`src/rtl/serial_adder_arb.sv`:
```
// Bit-serial adder shared by two requesters through a round-robin arbiter.
// Optional subtract mode is enabled by defining SERIAL_ADDER_ARB_SUB_EN.
module serial_adder_arb #(
    parameter int WIDTH = 4,
    parameter int CNT_W = 5
) (
    input  logic             clk,
    input  logic             rst_n,
    input  logic             req0_valid,
    input  logic [WIDTH-1:0] req0_a,
    input  logic [WIDTH-1:0] req0_b,
    output logic             req0_ready,
    input  logic             req1_valid,
    input  logic [WIDTH-1:0] req1_a,
    input  logic [WIDTH-1:0] req1_b,
    output logic             req1_ready,
`ifdef SERIAL_ADDER_ARB_SUB_EN
    input  logic             req0_sub,
    input  logic             req1_sub,
`endif
    output logic             res_valid,
    input  logic             res_ready,
    output logic [WIDTH-1:0] res_sum,
    output logic             res_carry,
    output logic             res_id,
    output logic             busy
);

    typedef enum logic [1:0] {
        IDLE = 2'd0,
        RUN  = 2'd1,
        DONE = 2'd2
    } state_t;

    localparam logic [CNT_W-1:0] LAST_IDX = CNT_W'(WIDTH - 1);

    state_t             state_q, state_d;
    logic [WIDTH-1:0]   a_q, a_d;
    logic [WIDTH-1:0]   b_q, b_d;
    logic               carry_q, carry_d;
    logic [CNT_W-1:0]   idx_q, idx_d;
    logic [WIDTH-1:0]   sum_q, sum_d;
    logic               res_carry_q, res_carry_d;
    logic               res_id_q, res_id_d;
    logic               last_grant_q, last_grant_d;

    logic               grant_s;
    logic               any_valid_s;
    logic               sub_s;
    logic               a_bit_s;
    logic               b_bit_s;
    logic               s_bit_s;
    logic               maj_s;

    // Round-robin winner selection; the requester not granted last time wins a tie
    always_comb begin
        grant_s     = 1'b0;
        any_valid_s = req0_valid | req1_valid;
        if (req0_valid && req1_valid) begin
            grant_s = ~last_grant_q;
        end else if (req1_valid) begin
            grant_s = 1'b1;
        end else begin
            grant_s = 1'b0;
        end
`ifdef SERIAL_ADDER_ARB_SUB_EN
        sub_s = grant_s ? req1_sub : req0_sub;
`else
        sub_s = 1'b0;
`endif
    end

    // Select the operand bits at the current index and form sum and carry
    always_comb begin
        a_bit_s = 1'b0;
        b_bit_s = 1'b0;
        for (int i = 0; i < WIDTH; i++) begin
            a_bit_s = a_bit_s | (a_q[i] & (idx_q == CNT_W'(i)));
            b_bit_s = b_bit_s | (b_q[i] & (idx_q == CNT_W'(i)));
        end
        s_bit_s = a_bit_s ^ b_bit_s ^ carry_q;
        maj_s   = (a_bit_s & b_bit_s) | (a_bit_s & carry_q) | (b_bit_s & carry_q);
    end

    // FSM state register
    always_ff @(posedge clk or negedge rst_n) begin
        if (!rst_n) begin
            state_q <= IDLE;
        end else begin
            state_q <= state_d;
        end
    end

    // FSM next-state logic
    always_comb begin
        state_d = state_q;
        case (state_q)
            IDLE: begin
                if (any_valid_s) begin
                    state_d = RUN;
                end else begin
                    state_d = IDLE;
                end
            end
            RUN: begin
                if (idx_q == LAST_IDX) begin
                    state_d = DONE;
                end else begin
                    state_d = RUN;
                end
            end
            DONE: begin
                if (res_ready) begin
                    state_d = IDLE;
                end else begin
                    state_d = DONE;
                end
            end
            default: state_d = IDLE;
        endcase
    end

    // FSM outputs: handshake and status decoded from the state register
    always_comb begin
        req0_ready = (state_q == IDLE) & req0_valid & ~grant_s;
        req1_ready = (state_q == IDLE) & req1_valid & grant_s;
        res_valid  = (state_q == DONE);
        busy       = (state_q != IDLE);
    end

    // Datapath next values: operand latch on accept, one bit per RUN cycle
    always_comb begin
        a_d          = a_q;
        b_d          = b_q;
        carry_d      = carry_q;
        idx_d        = idx_q;
        sum_d        = sum_q;
        res_carry_d  = res_carry_q;
        res_id_d     = res_id_q;
        last_grant_d = last_grant_q;
        case (state_q)
            IDLE: begin
                if (any_valid_s) begin
                    a_d          = grant_s ? req1_a : req0_a;
                    // Subtract is a + ~b + 1: invert b here, seed the carry with 1
                    b_d          = (grant_s ? req1_b : req0_b) ^ {WIDTH{sub_s}};
                    carry_d      = sub_s;
                    idx_d        = {CNT_W{1'b0}};
                    sum_d        = {WIDTH{1'b0}};
                    res_carry_d  = 1'b0;
                    res_id_d     = grant_s;
                    last_grant_d = grant_s;
                end else begin
                    a_d = a_q;
                end
            end
            RUN: begin
                carry_d = maj_s;
                idx_d   = idx_q + CNT_W'(1);
                for (int i = 0; i < WIDTH; i++) begin
                    sum_d[i] = (idx_q == CNT_W'(i)) ? s_bit_s : sum_q[i];
                end
                if (idx_q == LAST_IDX) begin
                    res_carry_d = maj_s;
                end else begin
                    res_carry_d = res_carry_q;
                end
            end
            DONE: begin
                sum_d = sum_q;
            end
            default: begin
                sum_d = sum_q;
            end
        endcase
    end

    // Datapath and result registers
    always_ff @(posedge clk or negedge rst_n) begin
        if (!rst_n) begin
            a_q          <= {WIDTH{1'b0}};
            b_q          <= {WIDTH{1'b0}};
            carry_q      <= 1'b0;
            idx_q        <= {CNT_W{1'b0}};
            sum_q        <= {WIDTH{1'b0}};
            res_carry_q  <= 1'b0;
            res_id_q     <= 1'b0;
            last_grant_q <= 1'b1;
        end else begin
            a_q          <= a_d;
            b_q          <= b_d;
            carry_q      <= carry_d;
            idx_q        <= idx_d;
            sum_q        <= sum_d;
            res_carry_q  <= res_carry_d;
            res_id_q     <= res_id_d;
            last_grant_q <= last_grant_d;
        end
    end

    assign res_sum   = sum_q;
    assign res_carry = res_carry_q;
    assign res_id    = res_id_q;

endmodule

```
`config.mk`:
```
export PLATFORM = sky130hd
export DESIGN_NAME = serial_adder_arb
export DESIGN_NICKNAME = d
export VERILOG_FILES = /design/src/rtl/serial_adder_arb.sv
export SDC_FILE = /design/constraint.sdc
export NUM_CORES = 1
export LEC_CHECK = 0
export ABC_AREA = 1
export CAP_MARGIN = 20
export CORE_ASPECT_RATIO = 1.5
export CORE_MARGIN = 2
export CORE_UTILIZATION = 45
export DETAILED_ROUTE_END_ITERATION = 7
export PLACE_DENSITY = 0.75
export REMOVE_ABC_BUFFERS = 1
export SYNTH_ARGS = -nofsm -noshare
export SYNTH_HDL_FRONTEND = slang
export SYNTH_SLANG_ARGS = --single-unit
```
`constraint.sdc`:
```
create_clock -name clk -period 1.8 [get_ports clk]
set_input_delay 0.54 -clock clk [delete_from_list [all_inputs] [get_ports clk]]
set_output_delay 0.54 -clock clk [all_outputs]
set_load 0.02 [all_outputs]
```
==> flow_summary.toml <==
[synthesis]
synth_xor_xnor_area_share_pct = 0
synth_top_family_by_area = "simple AND/OR/NAND/NOR gates"
synth_compound_area_share_pct = 6.239
avgSynthCellArea_sq_um = 7.361
syn_inst = 188
synth_warnings = 0
synth_area_leader_cell = "dfrtp_1"
synth-simple-area-share_pct = 36.44
synth_fa_ha_area_share_pct = 5.063
ys_seq_elements = 23
synthTopCellsByArea = "dfrtp_1, nand2_1, nand3_1"
netlist_area_sq_um = 1384
yosysTopAreaCellShare_pct = 39.78
yosysUniqueCellTypes = 20
synthMuxAreaShare_pct = 0
yosysSeqAreaShare_pct = 41.68

[cells_and_area]
drive_gt1_share_pct = 33.20
syn2layout_area_growth_pct = 54.61
mostFrequentLayoutCells = "nand2_1, buf_4, dfrtp_1, clkdlybuf4s50_1, nand3_1"
nNetsFinal = 283
n_antenna_cell = 0
final_common_cell = "nand2_1"
fillerInstances = 219
design_area_sq_um = 2140

[drt]
routed_wl_mm = 3.464
wl_per_cell_um = 11.74
vias = 1396
first_pass_iters = 4
via_per_inst = 4.732
final_antenna_net_count = 0
drcViolationCount = 0
drt_iter0_markers = 32

[cts]
cts_hold_buf = 0
cts_buffers = 3
cts_tree = "done"
cts_sinks = 23
clockRootBuffer = "clkbuf_8"
h-tree-depth = 1
clk_latency_ps = 270
clk_pin_slew_worst_paths_ps = 90
cts.path.max_buffers = 2

[sta]
final_max_slew_viol_count = 0
setup_viol = 5
worst_slew_pin_slew_ps = 433.5
fmax_ghz = 0.4879
rsz0062_at_grt = "yes"
finalSetupTns_ps = -1109
period_needed_ps = 2049
max_slew_margin_pct = 71.10
hold_viol_final = 0
skew_ps = 6.322
worst_slack_ps = -249.5
period_share_pct = 113.9

[floorplanning]
pin_count = 31
fp.dieH_um = 71.92
row_count = 24
die_area_sq_um = 3544
initial_utilization_pct = 47.51
die_w_um = 49.28
core_sq_um = 2913

[worst_setup_path]
critPathBufInv = 4
crit_chain = "buf_6, ha_4, inv_2, nor2_4, nand3_2, nand2_1, inv_1, nand2_2, fa_2, inv_2, nor2_4, nand2_1, nand2_1"
cpMaxStageDelayCell = "fa_2"
cp_top_family = "adder cells"
cp-end-kind = "flop"
critPathKind = "flop to flop"
cp_common_cell = "nand2_1"
critical_path.startpoint_type = "flop"
cpPeakStageDelay_ps = 560
required_ps = 2000
critPathArrivalTime_ps = 2250
crit_path_max_fanout = 4

[grt]
antenna_found_initial = 0
grt_pass1_wl_mm = 5.899
overflow = 0
grt_max_degree = 24
grt_pass1_vias = 1391
grt_util_all_layers_pct = 21.33

[job]
drv_cap = 0

[placement]
place_area_sq_um = 1876
place_hpwl_mm = 2.217
portBuffers = 30
gp_congestion = 0.7585

[run_status]
violations = "setup timing"
outcome = "finished with violations"

[power_and_ir_drop]
power_density_nw_per_um2 = 1691
cellLeakagePower_uw = 0.001139
ir_drop_mv = 1.083

[worst_hold_path]
hold_path_class = "flop to flop"
registers in the layout (all words and copies together) (netlist names):
| signal | count |
|---|---|
| last_grant_q | 1 |
| a_q | 4 |
| res_carry | 1 |
| idx_q | 5 |
| carry_q | 1 |
| res_sum | 4 |
| state_q | 2 |
| b_q | 4 |
| res_id | 1 |
kinds of logic (layout without fill, tap and decap cells):
family	after synthesis	after routing
compound gates	16	16
fa+ha+maj	5	5
buf+inv	32	100
flops	23	23
simple gates	112	112
cell usage after synthesis (all sizes together):
master  instances
buf             5
dfstp           1
dfrtp          22
o21ai          15
ha              4
fa              1
inv            27
nand3          23
nor2           21
o31ai           1
nand2          64
nand4           4
worst paths after layout:
path / start / to / slack, ps / cells past startpoint
min in group asynchronous: rst_n / b_q[1] / 610 / 2
hold reg to reg: res_id / res_id / 470 / 2
hold / removal: res_id / res_id / 470 / 2
setup / recovery: idx_q[1] / res_sum[0] / -250 / 13
max in group asynchronous: rst_n / last_grant_q / 910 / 2
setup reg to reg: idx_q[1] / res_sum[0] / -250 / 13
area by class of cell:
cell class	instances	area, sq um	share of cell area (%)
well taps	39	48.80	2.281
flip-flops and latches	23	579.3	27.08
repair buffers	69	591.8	27.66
inverters	27	106.4	4.971
clock buffers	4	45.04	2.105
multi-input cells	133	768.2	35.91
worst reg2reg max path, cell delays in order, from the launching register on:
cell and delay, ps:
dfrtp_2 470, buf_6 140, ha_4 140, inv_2 60, nor2_4 50, nand3_2 70
nand2_1 50, inv_1 60, nand2_2 60, fa_2 560, inv_2 50, nor2_4 150
nand2_1 80, nand2_1 60
metrics by stage:
step	utilization (%)	total power, uW	hold slack, ps	setup slack (ps)	cells
2_1_floorplan	-	1899	244.4	-90.30	183
3_3_place_gp	64.39	2637	455.5	-620.6	277
3_5_place_dp	64.39	2686	457.0	-647.2	277
4_1_cts	72.04	3433	478.1	-160.4	293
5_1_grt	73.45	3888	507.9	-312.1	295
6_report	73.45	3617	472.8	-249.5	295
metal layers:
layer	wire, um	GRT usage, %	vias to the layer above
met5	0	0	-
met4	120	10.79	0
met3	61	1.852	10
met2	1875	39.19	26
met1	1407	24.43	636
li1	-	-	724
timing repair:
action | in CTS | in global routing
resized for setup | 45 | 17
pin swaps | 15 | 8
setup endpoints to repair | 8 | 15
buffers inserted | 12 | 2
gates cloned | 0 | 0
power breakdown:
part / switching [uW] / internal, uW / total (uW)
Clock: 172 / 158 / 330
Combinational: 1230 / 1100 / 2330
Sequential: 206 / 751 / 957
Total: 1610 / 2010 / 3620
(Power assumes the default switching activity.)
